`src/rtl/waveform_gen_mc.sv`:
```
// Multi-channel DDS wave/noise generator: channels are evaluated one per cycle after each sample tick and summed with saturation.
// Optional macro WAVEFORM_GEN_SINE_LUT_EN builds the quarter-wave sine ROM; without it SINE mode outputs 0.
module waveform_gen_mc #(
   parameter int WIDTH    = 24,
   parameter int DEPTH    = 1024,
   parameter int CHANNELS = 2,
   parameter int PHASE_W  = 32
) (
   input  logic                                               i_clk,
   input  logic                                               i_rst,
   input  logic                                               i_cfg_valid,
   output logic                                               o_cfg_ready,
   input  logic [((CHANNELS > 1) ? $clog2(CHANNELS) : 1)-1:0] i_cfg_ch,
   input  logic [2:0]                                         i_cfg_mode,
   input  logic [PHASE_W-1:0]                                 i_cfg_step,
   input  logic [2:0]                                         i_cfg_duty,
   input  logic [1:0]                                         i_cfg_gain,
   input  logic                                               i_sample_tick,
   output logic                                               o_valid,
   output logic [WIDTH-1:0]                                   o_sample,
   output logic                                               o_overrun
);
   localparam int CH_W  = (CHANNELS > 1) ? $clog2(CHANNELS) : 1;
   localparam int ACC_W = WIDTH + $clog2(CHANNELS) + 1;
   localparam logic signed [WIDTH-1:0] MAXV = {1'b0, {(WIDTH-1){1'b1}}};
   localparam logic signed [WIDTH-1:0] MINV = {1'b1, {(WIDTH-1){1'b0}}};
   localparam logic signed [ACC_W-1:0] MAXV_A = ACC_W'(MAXV);
   localparam logic signed [ACC_W-1:0] MINV_A = ACC_W'(MINV);
   localparam logic [2:0] M_SINE = 3'd1, M_SQUARE = 3'd2, M_TRI = 3'd3, M_SAW = 3'd4, M_NOISE = 3'd5;

   typedef enum logic [1:0] {S_IDLE, S_RUN, S_OUT} state_t;

   state_t                    state_q, state_d;
   logic [CH_W-1:0]           ch_q, ch_d;
   logic signed [ACC_W-1:0]   acc_q, acc_d;
   logic [PHASE_W-1:0]        phase_q [CHANNELS], phase_d [CHANNELS];
   logic [PHASE_W-1:0]        step_q  [CHANNELS], step_d  [CHANNELS];
   logic [2:0]                mode_q  [CHANNELS], mode_d  [CHANNELS];
   logic [2:0]                duty_q  [CHANNELS], duty_d  [CHANNELS];
   logic [1:0]                gain_q  [CHANNELS], gain_d  [CHANNELS];
   logic [31:0]               lfsr_q  [CHANNELS], lfsr_d  [CHANNELS];
   logic [WIDTH-1:0]          o_sample_q, o_sample_d;
   logic                      o_valid_q, o_valid_d, o_overrun_q, o_overrun_d;

   logic [PHASE_W-1:0]        cur_p;
   logic [WIDTH-1:0]          u, u2;
   logic signed [WIDTH-1:0]   shape, scaled, sine_v;
   logic signed [ACC_W-1:0]   acc_sum;
   logic [31:0]               lfsr_next;

   assign cur_p     = phase_q[ch_q];
   assign u         = cur_p[PHASE_W-1 -: WIDTH];
   assign u2        = {u[WIDTH-2:0], 1'b0};
   // Right-shifting Galois form of x^32+x^22+x^2+x+1
   assign lfsr_next = {1'b0, lfsr_q[ch_q][31:1]} ^ (lfsr_q[ch_q][0] ? 32'h8020_0003 : 32'h0);

`ifdef WAVEFORM_GEN_SINE_LUT_EN
   localparam int LG_D = $clog2(DEPTH);
   localparam int QD   = DEPTH / 4;

   function automatic logic signed [WIDTH-1:0] sin_entry(input int i);
      real r;
      r = real'(MAXV) * $sin(2.0 * 3.14159265358979323846 * real'(i) / real'(DEPTH));
      return WIDTH'(longint'($floor(r + 0.5)));
   endfunction

   logic signed [WIDTH-1:0] sin_rom [QD+1];
   for (genvar gi = 0; gi <= QD; gi++) begin : g_rom
      assign sin_rom[gi] = sin_entry(gi);
   end

   logic [LG_D-1:0] s_idx;
   logic [LG_D-2:0] s_ridx;
   assign s_idx  = cur_p[PHASE_W-1 -: LG_D];
   // Odd quadrants read the table backwards, the lower half-period is negated
   assign s_ridx = s_idx[LG_D-2] ? ((LG_D-1)'(QD) - {1'b0, s_idx[LG_D-3:0]}) : {1'b0, s_idx[LG_D-3:0]};
   assign sine_v = s_idx[LG_D-1] ? -sin_rom[s_ridx] : sin_rom[s_ridx];
`else
   assign sine_v = '0;
`endif

   always_comb begin
      shape = '0;
      case (mode_q[ch_q])
         M_SINE:   shape = sine_v;
         M_SQUARE: shape = (cur_p[PHASE_W-1 -: 3] <= duty_q[ch_q]) ? MAXV : -MAXV;
         M_TRI:    shape = u[WIDTH-1] ? (MAXV - $signed(u2)) : ($signed(u2) + MINV);
         M_SAW:    shape = $signed({~u[WIDTH-1], u[WIDTH-2:0]});
         M_NOISE:  shape = $signed(lfsr_q[ch_q][31 -: WIDTH]);
         default:  shape = '0;
      endcase
      scaled  = shape >>> gain_q[ch_q];
      acc_sum = acc_q + ACC_W'(scaled);
   end

   assign o_cfg_ready = (state_q == S_IDLE);

   always_comb begin
      state_d     = state_q;
      ch_d        = ch_q;
      acc_d       = acc_q;
      phase_d     = phase_q;
      step_d      = step_q;
      mode_d      = mode_q;
      duty_d      = duty_q;
      gain_d      = gain_q;
      lfsr_d      = lfsr_q;
      o_sample_d  = o_sample_q;
      o_valid_d   = 1'b0;
      o_overrun_d = i_sample_tick && (state_q != S_IDLE);
      case (state_q)
         S_IDLE: begin
            for (int k = 0; k < CHANNELS; k++) begin
               if (i_cfg_valid && (i_cfg_ch == CH_W'(k))) begin
                  mode_d[k]  = i_cfg_mode;
                  step_d[k]  = i_cfg_step;
                  duty_d[k]  = i_cfg_duty;
                  gain_d[k]  = i_cfg_gain;
                  phase_d[k] = '0;
               end
            end
            if (i_sample_tick) begin
               state_d = S_RUN;
               ch_d    = '0;
               acc_d   = '0;
            end
         end
         S_RUN: begin
            phase_d[ch_q] = cur_p + step_q[ch_q];
            if (mode_q[ch_q] == M_NOISE) lfsr_d[ch_q] = lfsr_next;
            acc_d = acc_sum;
            if (ch_q == CH_W'(CHANNELS-1)) begin
               state_d   = S_OUT;
               o_valid_d = 1'b1;
               if (acc_sum > MAXV_A)      o_sample_d = MAXV;
               else if (acc_sum < MINV_A) o_sample_d = MINV;
               else                       o_sample_d = acc_sum[WIDTH-1:0];
            end else begin
               ch_d = ch_q + 1'b1;
            end
         end
         default: state_d = S_IDLE;
      endcase
   end

   always_ff @(posedge i_clk or posedge i_rst) begin
      if (i_rst) begin
         state_q     <= S_IDLE;
         ch_q        <= '0;
         acc_q       <= '0;
         o_sample_q  <= '0;
         o_valid_q   <= 1'b0;
         o_overrun_q <= 1'b0;
         for (int k = 0; k < CHANNELS; k++) begin
            phase_q[k] <= '0;
            step_q[k]  <= '0;
            mode_q[k]  <= '0;
            duty_q[k]  <= '0;
            gain_q[k]  <= '0;
            lfsr_q[k]  <= 32'hACE1 + 32'(k);
         end
      end else begin
         state_q     <= state_d;
         ch_q        <= ch_d;
         acc_q       <= acc_d;
         o_sample_q  <= o_sample_d;
         o_valid_q   <= o_valid_d;
         o_overrun_q <= o_overrun_d;
         phase_q     <= phase_d;
         step_q      <= step_d;
         mode_q      <= mode_d;
         duty_q      <= duty_d;
         gain_q      <= gain_d;
         lfsr_q      <= lfsr_d;
      end
   end

   assign o_valid   = o_valid_q;
   assign o_sample  = o_sample_q;
   assign o_overrun = o_overrun_q;
endmodule

```
`config.mk`:
```
export PLATFORM = sky130hd
export DESIGN_NAME = waveform_gen_mc
export DESIGN_NICKNAME = d
export VERILOG_FILES = /design/src/rtl/waveform_gen_mc.sv
export SDC_FILE = /design/constraint.sdc
export NUM_CORES = 1
export LEC_CHECK = 0
export BUFFER_PORTS_ARGS = -buffer_cell sky130_fd_sc_hd__buf_2
export CAP_MARGIN = 20
export CORE_UTILIZATION = 60
export DETAILED_ROUTE_END_ITERATION = 12
export PLACE_DENSITY = 0.86
export SLEW_MARGIN = 20
export SYNTH_ARGS = -nofsm -noshare
export SYNTH_HDL_FRONTEND = slang
export SYNTH_SLANG_ARGS = --single-unit
```
`constraint.sdc`:
```
create_clock -name i_clk -period 15.6 [get_ports i_clk]
set_clock_uncertainty 0.05 [all_clocks]
set_input_delay 0.78 -clock i_clk [delete_from_list [all_inputs] [get_ports i_clk]]
set_output_delay 0.78 -clock i_clk [all_outputs]
set_load 0.02 [all_outputs]
```
==> reports/qor.yml <==
critical_path:
  rr_worst_depth: 21
  crit_arrival_ns: 7.38
  setup.worst_path.start: "ch_q"
  reg2reg_from: "ch_q"
  r2r-end: "o_sample[3]"
  critPathRequiredTime_ns: 15.91
  r2r_slack_ns: 8.53
  cp-start-kind: "flip-flop"
  critPathMaxFanout: 54
  end_kind: "flip-flop"
  crit_end: "o_sample[3]"
  crit_type: "reg2reg"
global_routing:
  overflow: 0
  antenna_found_initial: 0
  grt_pass1_vias: 11456
  grt_pass1_wl_um: 57300
  grt_max_degree: 103
  grt.total_usage_pct: 27.3
synth:
  yosys.area.top_type_share_pct: 40.9
  synth_top_cells_by_count: "dfrtp_1, nand2_1, mux2_2"
  ys_seq_area_share_pct: 43.7
  synth_top_area_cell: "dfrtp_1"
  postSynthCellCount: 1504
  synthTopCellsByArea: "dfrtp_1, mux2_2, nand2_1"
  synthFlopType: "dfrtp_1"
  ys_ff_latch: 263
  synth_edf_count: 0
  yosysUniqueCellTypes: 73
  async_flop_share_pct: 100
  ys_warn_count: 0
  synth_area_per_cell_um2: 10.0
  syn-num-nets: 1612
  yosysMostFrequentCell: "dfrtp_1"
  netlist_area_um2: 15100
finish:
  area_delta_synth_final_pct: 9.91
  drive_gt1_share_pct: 21.7
  nets: 1641
  fin_util_pct: 67.7
  n_antenna_cell: 0
floorplan:
  die_h_um: 161
  fp.coreArea_um2: 24500
  io_pins: 72
  die-area_um2: 25800
  rows: 57
  start_util_pct: 61.6
  die_w_um: 161
drt:
  ant_nets: 0
  drt_wl_total_um: 34900
  topRoutingLayerUsed: "met4"
  dr.pass1.iters: 5
  wire_per_inst_um: 18.6
  first_iter_violations: 954
  m1WireLength_um: 15200
  dr_wl_met3_um: 1740
  dr_wl_met2_um: 16900
  num_vias: 11496
  drc: 0
  vias_per_cell: 6.12
timing:
  min_period_ns: 7.07
  tightest_slew_ns: 1.05
  fmax_ghz: 0.141
  finalSetupViolCount: 0
  fin_crit_sh_pct: 45.3
  hold_viol: 0
  timing.slew.headroom_pct: 30.0
  rsz0062_at_grt: "false"
  setup-tns-final_ns: 0
  finalMaxSlewViolations: 0
placed_design:
  place.port_buffers: 71
  place_congestion: 0.920
  place_hpwl_um: 23200
cts:
  ctsLongestPathBuffers: 3
  cts.hold.buffers_added: 0
  cts-root-buf: "clkbuf_16"
  clkLatencyLatePin_ns: 0.55
  cts_made_buffers: 27
  cts_sinks: 263
  clk_pin_slew_ns: 0.07
  tritoncts: "yes"
  ctsResizeCount: 0
  postCtsSetupBuffers: 0
  htreeDepth: 1
run:
  max_cap_violations: 0
status:
  status: "finished clean"
hold_path:
  hp-class: "in2async"
## worst max-delay path, stage by stage (launching register included)
cell,delay (ns)
dfrtp_4,0.43
buf_4,0.68
mux2_4,0.39
ha_1,0.30
nor2b_1,0.11
o21ai_0,0.07
a32oi_1,0.30
nand2b_1,0.66
o221ai_1,0.30
o21ai_0,0.27
o21ai_0,0.14
ha_1,0.25
fa_1,0.43
a211oi_1,0.32
o211ai_1,0.16
a21oi_2,0.26
a21oi_1,0.15
o21ai_2,0.20
a21oi_1,0.12
or3_4,0.36
a31oi_4,0.70
o311ai_1,0.19
## layout by cell type (no fill, tap or decap), types with 5 or more instances in the layout
master,synthesis,final
a21oi_1,83,83
a21o_1,16,16
o211ai_2,9,9
nand3_1,74,73
dfstp_2,16,16
nand2_1,219,218
o221ai_1,22,22
nand4_1,7,7
nand2b_1,10,9
buf_2,14,71
inv_1,35,34
o21bai_1,8,8
a211oi_1,6,6
o21ai_1,6,6
nor3_1,8,7
ha_1,61,61
mux2_2,143,143
a31oi_1,5,5
o211ai_1,10,10
mux2i_1,77,76
xnor2_1,38,38
o311ai_1,13,13
o21a_1,5,5
a22o_1,9,9
xor2_1,37,37
clkbuf_16,0,27
clkinv_2,0,5
nor2b_1,7,6
buf_4,1,14
dfrtp_1,247,246
nor2_1,64,64
or3_1,6,6
o21ai_0,115,115
## cell families (layout without fill, tap and decap cells)
logic type / count (synthesis) / after routing / synth area share (%)
compound gates: 345 / 345 / 15.2
xor+xnor: 77 / 77 / 4.56
fa+ha+maj: 63 / 63 / 5.32
buf+inv: 122 / 172 / 3.32
flops: 263 / 263 / 43.7
mux: 224 / 224 / 16.2
simple gates: 410 / 410 / 11.7
## state kept, by name (all words and copies together), names as in the netlist
name,cells
phase_q,64
o_valid,1
state_q,2
duty_q,6
gain_q,4
o_overrun,1
mode_q,6
lfsr_q,64
step_q,64
o_sample,24
acc_q,26
ch_q,1
## worst min path at each step
stage,start,endpoint,slack [ns],depth (start not counted)
2_1_floorplan,duty_q[0],duty_q[0],0.39,2
3_3_place_gp,step_q[17],step_q[17],0.40,2
3_5_place_dp,step_q[14],step_q[14],0.41,2
4_1_cts,i_rst,step_q[55],0.33,2
5_1_grt,i_rst,phase_q[25],0.35,2
6_report,i_rst,phase_q[25],0.27,2
## final cells by class
type / instances / area [um2]
Fill cell: 1830 / 7930
Sequential cell: 263 / 6610
Multi-Input combinational cell: 1119 / 8060
Tap cell: 324 / 405
Timing Repair Buffer: 86 / 472
Clock buffer: 32 / 724
Inverter: 36 / 143
Clock inverter: 18 / 198
## stage by stage
step / cells / cell area (um2) / setup slack [ns] / hold WS, ns
final: 1878 / 16600 / 8.53 / 0.266
after global routing: 1878 / 16600 / 8.02 / 0.347
after CTS: 1878 / 16600 / 8.56 / 0.334
after detailed placement: 1828 / 15700 / 8.57 / 0.407
after global placement: 1828 / 15700 / 8.80 / 0.402
after floorplan: 1504 / 15100 / 7.56 / 0.390
## layer usage
metal | global-route usage, % | up-vias
met5 | 0 | -
met4 | 8.88 | 0
met3 | 3.36 | 72
met2 | 46.4 | 321
met1 | 36.4 | 5638
li1 | - | 5465
Power is not shown: default switching activity piles up to over one toggle a cycle in this logic, so the estimate is an artifact.
